**src/rtl/truth_table_sweeper.sv**
```systemverilog
// Drives the four 2-input vectors (ab = 00, 10, 01, 11) into an external gate,
// captures its output at the end of each hold window and compares the table.
module truth_table_sweeper #(
    parameter int         HOLD_CYCLES = 4,       // 1..255
    parameter logic [3:0] EXPECTED    = 4'b1000
) (
    input  logic       clk,
    input  logic       rst,
    input  logic       start,
    input  logic       c,
    output logic       a,
    output logic       b,
    output logic       busy,
    output logic       done,
    output logic [3:0] truth,
    output logic       match
);

    localparam int CNT_W = (HOLD_CYCLES > 1) ? $clog2(HOLD_CYCLES) : 1;
    localparam logic [CNT_W-1:0] CNT_LAST = CNT_W'(HOLD_CYCLES - 1);

    typedef enum logic [1:0] {
        IDLE,
        RUN,
        DONE
    } state_t;

    state_t           state_q, state_d;
    logic [1:0]       idx_q, idx_d;
    logic [CNT_W-1:0] cnt_q, cnt_d;
    logic             a_q, a_d;
    logic             b_q, b_d;
    logic             busy_q, busy_d;
    logic             done_q, done_d;
    logic [3:0]       truth_q, truth_d;
    logic             match_q, match_d;

    always_comb begin
        // NOTE: every next-state value starts from a default so no path leaves it unassigned (no latch).
        state_d = state_q;
        idx_d   = idx_q;
        cnt_d   = cnt_q;
        a_d     = a_q;
        b_d     = b_q;
        busy_d  = busy_q;
        done_d  = 1'b0;
        truth_d = truth_q;
        match_d = match_q;

        unique case (state_q)
            IDLE: begin
                a_d = 1'b0;
                b_d = 1'b0;
                if (start) begin
                    state_d = RUN;
                    idx_d   = 2'd0;
                    cnt_d   = '0;
                    truth_d = 4'b0000;
                    match_d = 1'b0;
                    busy_d  = 1'b1;
                end
            end
            RUN: begin
                if (cnt_q == CNT_LAST) begin
                    cnt_d          = '0;
                    truth_d[idx_q] = c;
                    if (idx_q != 2'd3) begin
                        // The next vector goes out on the same edge that samples this one.
                        idx_d      = idx_q + 2'd1;
                        {b_d, a_d} = idx_q + 2'd1;
                    end else begin
                        state_d = DONE;
                        busy_d  = 1'b0;
                        done_d  = 1'b1;
                        match_d = ({c, truth_q[2:0]} == EXPECTED);
                        a_d     = 1'b0;
                        b_d     = 1'b0;
                    end
                end else begin
                    cnt_d = cnt_q + 1'b1;
                end
            end
            DONE: begin
                state_d = IDLE;
            end
            default: begin
                state_d = IDLE;
            end
        endcase
    end

    // NOTE: state registers use non-blocking assignments so all of them update together on the edge.
    always_ff @(posedge clk or posedge rst) begin
        if (rst) begin
            state_q <= IDLE;
            idx_q   <= 2'd0;
            cnt_q   <= '0;
            a_q     <= 1'b0;
            b_q     <= 1'b0;
            busy_q  <= 1'b0;
            done_q  <= 1'b0;
            truth_q <= 4'b0000;
            match_q <= 1'b0;
        end else begin
            state_q <= state_d;
            idx_q   <= idx_d;
            cnt_q   <= cnt_d;
            a_q     <= a_d;
            b_q     <= b_d;
            busy_q  <= busy_d;
            done_q  <= done_d;
            truth_q <= truth_d;
            match_q <= match_d;
        end
    end

    assign a     = a_q;
    assign b     = b_q;
    assign busy  = busy_q;
    assign done  = done_q;
    assign truth = truth_q;
    assign match = match_q;

endmodule
```
**config.mk**
```make
export PLATFORM = sky130hd
export DESIGN_NAME = truth_table_sweeper
export DESIGN_NICKNAME = d
export VERILOG_FILES = /design/src/rtl/truth_table_sweeper.sv
export SDC_FILE = /design/constraint.sdc
export NUM_CORES = 1
export LEC_CHECK = 0
export BUFFER_PORTS_ARGS = -buffer_cell sky130_fd_sc_hd__clkbuf_2
export CORE_MARGIN = 1.5
export CORE_UTILIZATION = 50
export DETAILED_ROUTE_END_ITERATION = 7
export PLACE_DENSITY = 0.83
export SLEW_MARGIN = 0
export SYNTH_ARGS = -nofsm -noshare
export SYNTH_HDL_FRONTEND = slang
export SYNTH_SLANG_ARGS = --single-unit
```
**constraint.sdc**
```tcl
create_clock -name clk -period 3.6 [get_ports clk]
set_input_delay 0.18 -clock clk [delete_from_list [all_inputs] [get_ports clk]]
set_output_delay 0.18 -clock clk [all_outputs]
set_load 0.01 [all_outputs]
```
Yosys cells after proc, flatten, opt, wreduce, memory -nomap -nowiden
Cells that the tools add are included.

cells by class
  magnitude comparators = 2
  $add $sub $neg = 2
  equality and inequality tests = 8
  reduce and logical (&&, ||, !) cells = 9
  mux-type cells = 33

operators with widths
  kind                                                         count
  two-way mux 1 bit                                            14
  two-way mux 2 bit                                            7
  case mux 2 bit (2 select lines)                              3
  != test 2 bit (second input constant)                        5
  two-way mux 4 bit                                            2
  case mux 1 bit (2 select lines)                              4
  case mux 4 bit (2 select lines)                              1
  AND reduction 4 bit                                          2
  AND reduction 3 bit                                          2
  adder 2 x 1 -> 2 bit (second input constant)                 2
  bitwise mux 4 bit                                            1
  == test 4 bit (second input constant)                        1
  AND reduction 2 bit                                          2
  less-than comparator 2 x 3 -> 1 bit (second input constant)  1
  demux 1 bit (select 2 bit)                                   1
  == test 2 x 1 -> 1 bit (second input constant)               1
  == test 2 bit (second input constant)                        1
  >= comparator 2 x 1 -> 1 bit (second input constant)         1
  zero test 2 bit                                              1
  nonzero test 2 bit                                           1
  logical AND 1 bit                                            1

word-level totals
  bits in registers = 15
  input bits = 4
  word-level logic and storage cells = 63
  output and inout port bits = 9

Longest topological paths before layout
  depth after elaboration = 7
  depth in mapped cells = 5
  gate-level depth less buffers = 5

Worst setup path before layout
OpenSTA, ideal clock, no wires.

  path type = reg2reg
  start = reg idx_q[0]
  end = reg idx_q[0]
  data arrival time = 1322 ps
  period minus slack after synthesis = 1443 ps
  path slack = 2157 ps
  buffers on the path = 0
  cell stages (with the launch flop) = 5
  cell sequence = dfrtp_1 -> ha_1 -> nor2b_4 -> mux2_4 -> a22o_1

between the ends
  longest elaborated chain between the ends = 4

RTL lines
  item                             RTL line  text
  start, declared                  29        logic [1:0] idx_q, idx_d;
  start signal, assigned           106       idx_q <= idx_d;
  adder 2 x 1 -> 2 bit             69        idx_d = idx_q + 2'd1;
  two-way mux 2 bit                67        if (idx_q != 2'd3) begin
  two-way mux 2 bit                64        if (cnt_q == CNT_LAST) begin
  case mux 2 bit (2 select lines)  50        unique case (state_q)

Several ways; a longest one is shown, not always the timed one. The select of a mux whose other input is x is not followed.
A chain may end at the register's enable or synchronous reset.

Final worst setup path
  start = reg cnt_q[0]
  end = reg idx_q[0]

between the ends
  longest elaborated chain between the ends = 3

RTL lines
  item                                  RTL line  text
  start, declared                       30        logic [CNT_W-1:0] cnt_q, cnt_d;
  start signal, assigned                107       cnt_q <= cnt_d;
  == test 2 bit                         64
  != test 2 bit (no source line)        --
  AND reduction 4 bit (no source line)  --

Every way passes these cells.

==> flow_metrics.tcl <==
set metrics [dict create \
    diodes 0 \
    share_seq_of_total_power_pct 39.0 \
    routed_wirelength_mm 1.573 \
    globalRouteTotalUtil_pct 18.70 \
    grt_pass1_wl_mm 2.594 \
    fillers 119 \
    synthArstFlopShare_pct 100.0 \
    path_max_fanout 10 \
    yosys_warnings 0 \
    die_x_microns 43.73 \
    relSlewSlack_pct 62.68 \
    clockRootBuffer "clkbuf_4" \
    place_hpwl_mm 1.128 \
    rr_endpoint "idx_q[0]" \
    drt-met1-wl_microns 766 \
    cap_violations 0 \
    rows 14 \
    switching_share_pct 40.99 \
    drtIter0Drc 18 \
    period_minus_slack_ps 1575 \
    vias 608 \
    syn-cell-area_sq_um 829.5 \
    yosysTopAreaCell "dfrtp_1" \
    hold_ws_ps 146.5 \
    dr_wl_met2_microns 654 \
    cts_made_buffers 3 \
    hold_violations 0 \
    rsz0062_at_grt "no" \
    endpoint_kind "register" \
    grt_pass1_vias 581 \
    cts_tree "yes" \
    powerDensity_nw_per_um2 868.5 \
    finalPower_mw 0.7987 \
    yosys.area.top_type_share_pct 45.25 \
    initial_utilization_pct 54.43 \
    ios 13 \
    final_cell_count_no_fill 103 \
    synth_cell_type_count 30 \
    yosysSeqAreaShare_pct 45.25 \
    nets 98 \
    fin_crit_sh_pct 43.76 \
    finalSetupViolations 0 \
    p_int_mw 0.4713 \
    maxSlewViolCount 0 \
    place_inst 98 \
    worstPathArrival_ps 1760 \
    critPathKind "register to register" \
    wl_per_cell_microns 15.27 \
    grt-ovfl-total 0 \
    irDropWorstVdd_mv 0.5456 \
    fin_area_sq_um 919.6 \
    htreeDepth 1 \
    net-switching-power_mw 0.3274 \
    route.detailed.drc 0 \
    skew_ps 1.202 \
    crit_path_start "cnt_q[0]" \
    clkSlewWorstSetupHoldPaths_ps 90 \
    synth_edf_count 0 \
    r2r_slack_ps 2020 \
    antenna_found_initial 0 \
    tns_ps 0 \
    coreArea_sq_um 1524 \
    dr.pass1.iters 5 \
    routabilityCongestion 0.8367 \
    die_y_microns 43.73 \
    synthesis.nets 83 \
    insertion_delay_ps 290 \
    vias_per_cell 5.903 \
    io_buffers 12 \
    clockPowerShare_pct 12.3 \
    p_comb_share_pct 48.7 \
    synth.avg_cell_area_sq_um 11.36 \
    p_leak_nw 0.4511 \
    crit_end "idx_q[0]" \
    synthCells 73 \
    met3_length_microns 84 \
    worstMarginPinSlew_ps 559.2 \
    status "completed" \
    reg2reg_depth 4 \
    synth.area.top_cells "dfrtp_1 45%, ha_1 9.0%, a22o_1 6.3%" \
    start_kind "register" \
    clock-sinks 15 \
    synth_ff_type "dfrtp_1" \
    r2r-start "cnt_q[0]" \
    required_ps 3780 \
    post_cts_buffers 0 \
    top_layer "met4" \
    drive_gt1_share_pct 26.44 \
    grt_max_degree 16 \
    placed_cell_area_sq_um 882.1 \
    max_freq_ghz 0.6348 \
    cts.path.max_buffers 2 \
    die_area_sq_um 1912 \
    area_growth_pct 10.86 \
    drtAntennaViolNets 0 \
    synth-seq-cells 15 \
    cts-resized-gates 0 \
    hold_path_class "input port to register" \
]
## synthesized netlist by cell type, types with 2 or more instances
cell type	n
dfrtp_1	15
a22o_1	6
ha_1	6
inv_1	5
a21o_1	3
a221o_1	3
clkinv_1	3
nand2_1	3
o21ai_1	3
a21oi_1	2
a32o_1	2
buf_6	2
nor2_1	2
nor2b_1	2
## cells by family after synthesis
group / synth area share [%]
AO/OA/AOI/OAI: 20.82
AND/OR/NAND/NOR: 16.14
buffers and inverters: 6.938
flip-flops: 45.25
multiplexers: 1.809
adder cells (fa/ha/maj): 9.050
## what timing repair did
| action | CTS | global route |
|---|---|---|
| hold endpoints to repair | 15 | 0 |
| hold buffers | 1 | 0 |
| endpoints found under the setup margin | 0 | 0 |
## power groups by stage
stage / clock network, mW / logic, mW / registers (mW)
after global routing: 0.107 / 0.431 / 0.322
after floorplan: 0 / 0.307 / 0.303
after detailed placement: 0 / 0.384 / 0.313
after global placement: 0 / 0.370 / 0.309
after CTS: 0.0998 / 0.386 / 0.310
final: 0.0981 / 0.389 / 0.312
## worst min-delay path by stage
stage,start,end,slack [ps],cells after the start
CTS,c,truth[3],150,2
global placement,rst,state_q[0],240,2
floorplan,rst,a,80,1
finish,c,truth[3],150,2
global route,c,truth[3],160,2
detailed placement,rst,busy,240,2
## layer usage
metal / track usage (%) / vias up
li1: - / 293
met1: 26.67 / 278
met2: 25.88 / 28
met3: 3.750 / 9
met4: 11.52 / 0
met5: 0 / -
## final cells by class
class | instances | area (sq um) | area share, %
repair buffers | 13 | 70.07 | 7.619
clock buffers | 3 | 22.52 | 2.449
multi-input cells | 47 | 396.6 | 43.13
clock inverters | 1 | 5.005 | 0.5442
flip-flops and latches | 15 | 375.4 | 40.82
inverters | 8 | 30.03 | 3.265
well taps | 16 | 20.02 | 2.177
## placed cells by master (no fill, tap or decap), types with 2 or more instances in the layout
| master | netlist | routed |
|---|---|---|
| dfrtp_1 | 15 | 15 |
| clkbuf_2 | 0 | 12 |
| a22o_1 | 6 | 6 |
| ha_1 | 6 | 6 |
| inv_1 | 5 | 5 |
| clkinv_1 | 3 | 3 |
| a221o_1 | 3 | 3 |
| o21ai_1 | 3 | 3 |
| nand2_1 | 3 | 3 |
| a21o_1 | 3 | 3 |
| clkbuf_4 | 0 | 3 |
| nor2b_1 | 2 | 2 |
| nor2_1 | 2 | 2 |
| a21oi_1 | 2 | 2 |
| a32o_1 | 2 | 2 |
## stage by stage
stage               util [%]  setup WS [ps]
floorplan                  -           2157
global placement       57.88           2115
detailed placement     57.88           2048
CTS                    60.34           2035
global route           60.34           1963
finish                 60.34           2025
## critical path: stages, from the launching register on
cell and delay [ps]:
dfrtp_1 380, ha_1 390, nor2b_4 220, mux2_4 290, a22o_1 190
## state kept, by name (all words and copies together) (netlist names)
register / cells
done: 1
busy: 1
match: 1
b: 1
truth: 4
cnt_q: 2
state_q: 2
idx_q: 2
a: 1
(Power assumes the default switching activity.)
